===== src/rtl/i2s_receiver.sv =====
// I2S slave receiver: oversamples BCLK/ADCLRC/ADCDAT on clk and emits left/right sample pairs.
// Optional slot-length checking and an err_cnt port are enabled by defining I2S_RX_LEN_CHECK_EN.
module i2s_receiver #(
    parameter int DATA_W  = 24,
    parameter int SYNC_ST = 2
) (
    input  logic              clk,
    input  logic              reset,
    input  logic              bclk,
    input  logic              adclrc,
    input  logic              adcdat,
    output logic [DATA_W-1:0] left_data,
    output logic [DATA_W-1:0] right_data,
    output logic              sample_valid,
    output logic              frame_err
`ifdef I2S_RX_LEN_CHECK_EN
    ,
    output logic [7:0]        err_cnt
`endif
);

    localparam int            CW   = $clog2(DATA_W + 1);
    localparam logic [CW-1:0] LAST = CW'(DATA_W - 1);

    typedef enum logic [1:0] {SYNC, SHIFT, WAIT} state_t;

    logic [1:0] rst_pipe;
    logic       rst_n;

    always_ff @(posedge clk or negedge reset)
        if (!reset) rst_pipe <= '0;
        else        rst_pipe <= {rst_pipe[0], 1'b1};

    assign rst_n = rst_pipe[1];

    logic [SYNC_ST-1:0] bclk_sy, lr_sy, dat_sy;
    logic               bclk_s, lr_s, dat_s;

    always_ff @(posedge clk or negedge rst_n)
        if (!rst_n) begin
            bclk_sy <= '0;
            lr_sy   <= '0;
            dat_sy  <= '0;
        end else begin
            bclk_sy <= {bclk_sy[SYNC_ST-2:0], bclk};
            lr_sy   <= {lr_sy[SYNC_ST-2:0], adclrc};
            dat_sy  <= {dat_sy[SYNC_ST-2:0], adcdat};
        end

    assign bclk_s = bclk_sy[SYNC_ST-1];
    assign lr_s   = lr_sy[SYNC_ST-1];
    assign dat_s  = dat_sy[SYNC_ST-1];

    state_t            state;
    logic              bclk_d, lr_prev, lr_seen, chan, done, done_ch;
    logic              rise, lr_edge, short_evt, err_evt;
    logic [CW-1:0]     cnt;
    logic [DATA_W-1:0] sr, sr_next, word, hold;

    assign rise      = bclk_s & ~bclk_d;
    // lr_seen blocks a false edge against the reset value of lr_prev
    assign lr_edge   = rise & lr_seen & (lr_s ^ lr_prev);
    assign sr_next   = {sr[DATA_W-2:0], dat_s};
    assign short_evt = lr_edge & (state == SHIFT) & (cnt != LAST);

    // The rise that first sees the new LR level carries the previous slot's LSB,
    // so it doubles as the I2S one-bit delay and shifting starts on the next rise.
    always_ff @(posedge clk or negedge rst_n)
        if (!rst_n) begin
            state   <= SYNC;
            bclk_d  <= 1'b0;
            lr_prev <= 1'b0;
            lr_seen <= 1'b0;
            chan    <= 1'b0;
            cnt     <= '0;
            sr      <= '0;
            word    <= '0;
            done    <= 1'b0;
            done_ch <= 1'b0;
        end else begin
            bclk_d <= bclk_s;
            done   <= 1'b0;
            if (rise) begin
                lr_prev <= lr_s;
                lr_seen <= 1'b1;
                case (state)
                    SYNC, WAIT:
                        if (lr_edge) begin
                            state <= SHIFT;
                            cnt   <= '0;
                            sr    <= '0;
                            chan  <= lr_s;
                        end
                    SHIFT:
                        if (lr_edge) begin
                            // edge bit is this slot's last bit; a short word is MSB-aligned
                            done    <= 1'b1;
                            done_ch <= chan;
                            word    <= sr_next << (LAST - cnt);
                            cnt     <= '0;
                            sr      <= '0;
                            chan    <= lr_s;
                        end else begin
                            sr  <= sr_next;
                            cnt <= cnt + 1'b1;
                            if (cnt == LAST) begin
                                done    <= 1'b1;
                                done_ch <= chan;
                                word    <= sr_next;
                                state   <= WAIT;
                            end
                        end
                    default: state <= SYNC;
                endcase
            end
        end

`ifdef I2S_RX_LEN_CHECK_EN
    logic [5:0] slot_cnt;
    logic       len_evt;

    // counts rises after the delay bit; the closing edge rise makes it slot length
    always_ff @(posedge clk or negedge rst_n)
        if (!rst_n)
            slot_cnt <= '0;
        else if (rise) begin
            if (lr_edge)
                slot_cnt <= '0;
            else if (state != SYNC && slot_cnt != 6'h3F)
                slot_cnt <= slot_cnt + 6'd1;
        end

    assign len_evt = lr_edge & (state != SYNC) & (slot_cnt != 6'd31);
    assign err_evt = short_evt | len_evt;

    always_ff @(posedge clk or negedge rst_n)
        if (!rst_n)
            err_cnt <= '0;
        else if (err_evt && err_cnt != 8'hFF)
            err_cnt <= err_cnt + 8'd1;
`else
    assign err_evt = short_evt;
`endif

    always_ff @(posedge clk or negedge rst_n)
        if (!rst_n) begin
            hold         <= '0;
            left_data    <= '0;
            right_data   <= '0;
            sample_valid <= 1'b0;
            frame_err    <= 1'b0;
        end else begin
            sample_valid <= 1'b0;
            if (err_evt)
                frame_err <= 1'b1;
            if (done) begin
                if (done_ch) begin
                    left_data    <= hold;
                    right_data   <= word;
                    sample_valid <= 1'b1;
                end else begin
                    hold <= word;
                end
            end
        end

endmodule


===== config.mk =====
export PLATFORM = sky130hd
export DESIGN_NAME = i2s_receiver
export DESIGN_NICKNAME = d
export VERILOG_FILES = /design/src/rtl/i2s_receiver.sv
export SDC_FILE = /design/constraint.sdc
export NUM_CORES = 1
export LEC_CHECK = 0
export ABC_CLOCK_PERIOD_IN_PS = 7490
export CAP_MARGIN = 20
export CORE_MARGIN = 4
export CORE_UTILIZATION = 60
export DETAILED_ROUTE_END_ITERATION = 16
export PLACE_DENSITY = 0.89
export SYNTH_ARGS = -nofsm -noshare
export SYNTH_HDL_FRONTEND = slang
export SYNTH_SLANG_ARGS = --single-unit
export TNS_END_PERCENT = 20

===== constraint.sdc =====
create_clock -name clk -period 7.49 [get_ports clk]
set_input_delay 1.498 -clock clk [delete_from_list [all_inputs] [get_ports clk]]
set_output_delay 1.498 -clock clk [all_outputs]
set_load 0.01 [all_outputs]

Word level (Yosys, flattened, before mapping)
Cells that the tools add are included.
Operators by class
  shifts and indexed selects: 1
  reduce and logical (&&, ||, !) cells: 11
  equal/unequal tests: 7
  add/subtract/negate cells: 2
  bitwise gates (word level): 8
  multiplexer cells: 20
Operators with widths (number)
  24-bit 2-to-1 mux: 2
  23-bit 2-to-1 mux: 2
  23-bit case mux with 2 select lines: 1
  24-bit by 5-bit << shifter with 24-bit output: 1
  5-bit 2-to-1 mux: 2
  5-bit case mux with 2 select lines: 1
  3-bit AND reduction: 3
  1-bit 2-to-1 mux: 8
  2-bit 2-to-1 mux: 3
  5-bit by 1-bit adder with 5-bit output, second input constant: 1
  1-bit bitwise AND: 5
  5-bit equality test, second input constant: 1
  5-bit inequality test, second input constant: 1
  5-bit subtractor, first input constant: 1
  2-bit inequality test, second input constant: 2
  2-bit case mux with 2 select lines: 1
  2-bit AND reduction: 2
  4-bit AND reduction: 1
  2-bit nonzero test: 2
  3-bit OR reduction: 1
  2-bit by 1-bit equality test with 1-bit output, second input constant: 1
  2-bit equality test, second input constant: 1
  2-bit logical NOT: 1
  2-bit by 1-bit inequality test with 1-bit output, second input constant: 1
  3 further kinds: 4
Storage, ports and cells
  logic and storage cells: 68
  flip-flop bits (word level): 142
  output and inout bits: 50

Longest topological paths before layout
  depth in word-level cells: 7
  mapped depth: 11

Least setup slack after synthesis
No wires, ideal clock.
  kind: register to register
  start point: register cnt[3]
  end point: register word[9]
  data arrival time: 2.157 ns
  period minus slack after synthesis: 2.276 ns
  setup slack: 5.214 ns
  data required time: 7.371 ns
  buffers on the path: 3
  cell stages (with the launch flop): 12
  library setup time: 0.119 ns
  cell sequence: dfrtp_1 buf_2 clkinv_1 clkbuf_1 ha_1 nand3_1 nor3b_2 o21ai_2 inv_2 buf_2 o311ai_1 o21a_1
Between the ends
  cells in the longest elaborated chain, start to end: 3
Ends and longest elaborated chain
  start, declared: line 57  | logic [CW-1:0] cnt;
  start signal, assigned: line 105  | cnt <= cnt + 1'b1;
  5-bit subtractor / 5-bit equality test (equally long branches): line 99, 106
  24-bit by 5-bit << shifter with 24-bit output / 2-bit nonzero test (equally long branches)
  24-bit 2-to-1 mux / 3-bit AND reduction (equally long branches)
  end signal, assigned: line 99  | word <= sr_next << (LAST - cnt);
  end signal, assigned: line 109  | word <= sr_next;
  end, declared: line 58  | logic [DATA_W-1:0] sr, sr_next, word, hold;
Parallel ways exist; a longest one is shown, timed or not.
A chain may end at the register's enable or synchronous reset.

Worst setup path in the final report
  start point: register cnt[3]
  end point: register word[22]
The elaborated chain is that of the path after synthesis.

==> results.md <==
- Status: finished clean
- Worst Setup End Kind: flop
- CTS HTree Levels: 4
- CTS buffer count: 17
- Placed Instances: 758
- Power Dens Cells: 377.3 nW/um2
- Clock sink count: 142
- Metal3 WL: 1277 um
- Chip Height: 115.2 um
- First-pass GRT wire length: around 27000 um
- R2R cell count: 8
- WP data arrival: 4.10 ns
- Slowest stage cell on the critical path: dfrtp_1
- Vias in the first global route: 4938
- Row cnt: 38
- Bufs on Longest Clock Path: 2
- Antenna violations before repair: 0
- Synth warn: 0
- Seq cells post-synth: 142
- Fillcell total: 737
- Max incr delay on CP: 0.88 ns
- Area delta synth->final: 17.38%
- RSZ-0062 raised after global routing: false
- Die X: 115.2 um
- Fin area: 8088 um2
- Pleak: between 3 and 4 nW
- Hpwl dp: about 12000 um
- Setup crit start: cnt[3]
- Die area: roughly 13000 um2
- Ant. Diodes: 0
- Vias per cell: 6.313
- Core Box Area: approximately 11000 um2
- Least-Margin Pin Slew: between 1 and 1.5 ns
- CP cell instances: clkinv_1, ha_1, nand3_1, nor3b_2, o21ai_2, inv_2, o22ai_1, a21oi_1
- Hold Path Class: reg -> reg
- Port-buffer cells: 54
- Synth top area cells: dfrtp_1, mux2_2, nand2_1, mux4_2, mux2i_1
- CP required: between 7 and 8 ns
- CTS root buf: clkbuf_16
- Crit path capture: word[22]
- Crit path max fanout: 27
- Detailed-route DRC error count: 0
- Slew headroom: roughly 30%
- Worst r2r dst: word[22]
- EDFF count, synth: 0
- Final total power: 0.003052 W
- CTS tree: yes
- Skew-Pair Late Insertion Delay: 0.42 ns
- Slew Limit Fails: 0
- Final Setup Violations: 0
- Syn Area/Cell: 11.43 um2
- Post-synth top area share: 51.57%
- Setup tns final: 0 ns
- Sequential area share after synthesis: 51.57%
- WL final: 16660 um
- Flop-to-flop setup slack: approximately 3.7 ns
- Initial Utilization: a little over three fifths
- Met2 wire len: 7809 um
- Largest net degree at the start of global routing: 78
- Post-synth ARST share: 100.0%
- Post-layout util: 73.32%
- Total number of vias: 4981
- Final min period: around 3.8 ns
- Top layer in use: met4
- Peak VDD IR: 0.0002674 V
- Final hold vios: 0
- Maximum clock frequency: 262.2 MHz
- Top_reg_cell synth: dfrtp_1
- Routed len/inst: 21.12 um
- Area leader, netlist: dfrtp_1
- Final #Nets: 645
- Post-synth net total: 610
- Layout cells sized above 1: approximately 23%
- Placed cell areas: roughly 7400 um2
- Top Ports: 55
- Period utilization: 50.91%
- Skew final: 0.006375 ns
- Iter 0 DRT Violations: 557
- GPL Wtd Cong: 0.9946
- Max Cap Viol: 0
- Cts repair resizes: 0
- Count of cell types in the netlist: 59
- Mapped Cells: 603
- Worst flop-to-flop path startpoint: cnt[3]
- Post-DRT Antenna Nets: 0
- Hold_buf cts: 0
- Total gr overflow: 0
- Post-Layout Cell Count: 789
- Postcts setup bufs: 0
- Gr usage total: 26.79%
- CTS clk-pin slew, worst paths: roughly 0.060 ns
- Synthesized area: 6890 um2
- First-pass DRT Iterations: 5
- Metal1 wirelength: 7117 um
- Kind of critical path: reg -> reg
- CP startpoint kind: flop
cell usage after synthesis, types with 6 or more instances:
cell type / instances
dfrtp_1: 142
nor2b_1: 8
clkbuf_1: 26
a31oi_1: 6
o22ai_1: 8
a21oi_1: 14
mux2i_1: 24
nand3_1: 32
mux4_2: 13
nor3_1: 7
nor2_1: 26
nand2_1: 82
buf_2: 14
mux2_2: 85
o21ai_0: 29
worst min-delay path by stage:
stage,startpoint,endpoint,depth (start not counted)
global route,lr_sy[0],lr_sy[1],0
detailed placement,rst_pipe[0],rst_pipe[1],0
finish,bclk_sy[0],bclk_sy[1],0
floorplan,bclk_sy[0],bclk_sy[1],0
CTS,bclk_sy[0],bclk_sy[1],0
global placement,dat_sy[0],dat_sy[1],0
power breakdown:
part	internal, W	switching, W	total (W)
Clock	0.000572	0.000312	0.000884
Sequential	0.00101	0.000208	0.00121
Combinational	0.000497	0.000457	0.000954
cell usage in the layout, fill, tap and decap left out, types with 3 or more instances in the layout:
cell | Yosys | final
nor2_1 | 26 | 26
nand4_1 | 4 | 4
nand2_1 | 82 | 81
a21oi_1 | 14 | 14
o32a_1 | 3 | 3
dfrtp_1 | 142 | 141
buf_4 | 1 | 6
nand3_1 | 32 | 32
nor2b_1 | 8 | 7
and3_1 | 3 | 3
inv_1 | 3 | 3
clkbuf_16 | 0 | 17
mux2_2 | 85 | 85
a31oi_1 | 6 | 6
mux2i_1 | 24 | 24
o22ai_1 | 8 | 8
a211oi_1 | 3 | 3
bufinv_16 | 0 | 4
nand2b_1 | 5 | 5
o21ai_0 | 29 | 29
o31ai_1 | 3 | 3
nor3_1 | 7 | 7
clkdlybuf4s50_1 | 0 | 54
mux4_2 | 13 | 13
clkinvlp_4 | 0 | 3
o21a_1 | 5 | 5
or3_1 | 4 | 4
and2_1 | 3 | 3
a2bb2oi_1 | 5 | 5
flip-flops by register name (all words and copies together), names as in the netlist, 2 cells and up:
signal      count
hold           24
left_data      24
right_data     24
word           24
sr             23
cnt             5
bclk_sy         2
dat_sy          2
lr_sy           2
rst_pipe        2
state           2
cell type report:
class	count	area, um2	share of cell area, %
Sequential cell	142	3557	43.98
Inverter	5	18.77	0.2321
Clock inverter	9	160.2	1.980
Multi-Input combinational cell	411	3110	38.46
Timing Repair Buffer	61	605.6	7.488
Clock buffer	21	460.4	5.693
Tap cell	140	175.2	2.166
kinds of logic after synthesis:
family / synth area share (%)
AND/OR/NAND/NOR: 12.06
flip-flops: 51.57
multiplexers: 22.61
AO/OA/AOI/OAI: 9.861
buffers and inverters: 3.359
adder cells (fa/ha/maj): 0.3631
other: 0.05442
XOR/XNOR: 0.1271
worst max-delay path: cells and delay by family, from the launching register on:
kind | cells | cell delay [ns]
AO/OA/AOI/OAI | 3 | 0.93
buffers and inverters | 2 | 1.13
adder cells (fa/ha/maj) | 1 | 0.47
AND/OR/NAND/NOR | 2 | 0.26
flip-flops | 1 | 0.88
routing by layer:
| layer | GRT usage [%] | up-vias |
|---|---|---|
| li1 | - | 2262 |
| met1 | 37.04 | 2442 |
| met2 | 40.74 | 236 |
| met3 | 6.789 | 41 |
| met4 | 11.03 | 0 |
| met5 | 0 | - |
per-stage QoR:
step                      worst slack [ns]  hold slack [ns]
after global placement               3.867           0.3326
after CTS                            3.803           0.3468
final                                3.677           0.3431
after floorplan                      3.241           0.3312
after global routing                 3.428           0.3488
after detailed placement             3.811           0.3355
(Power assumes the default switching activity.)
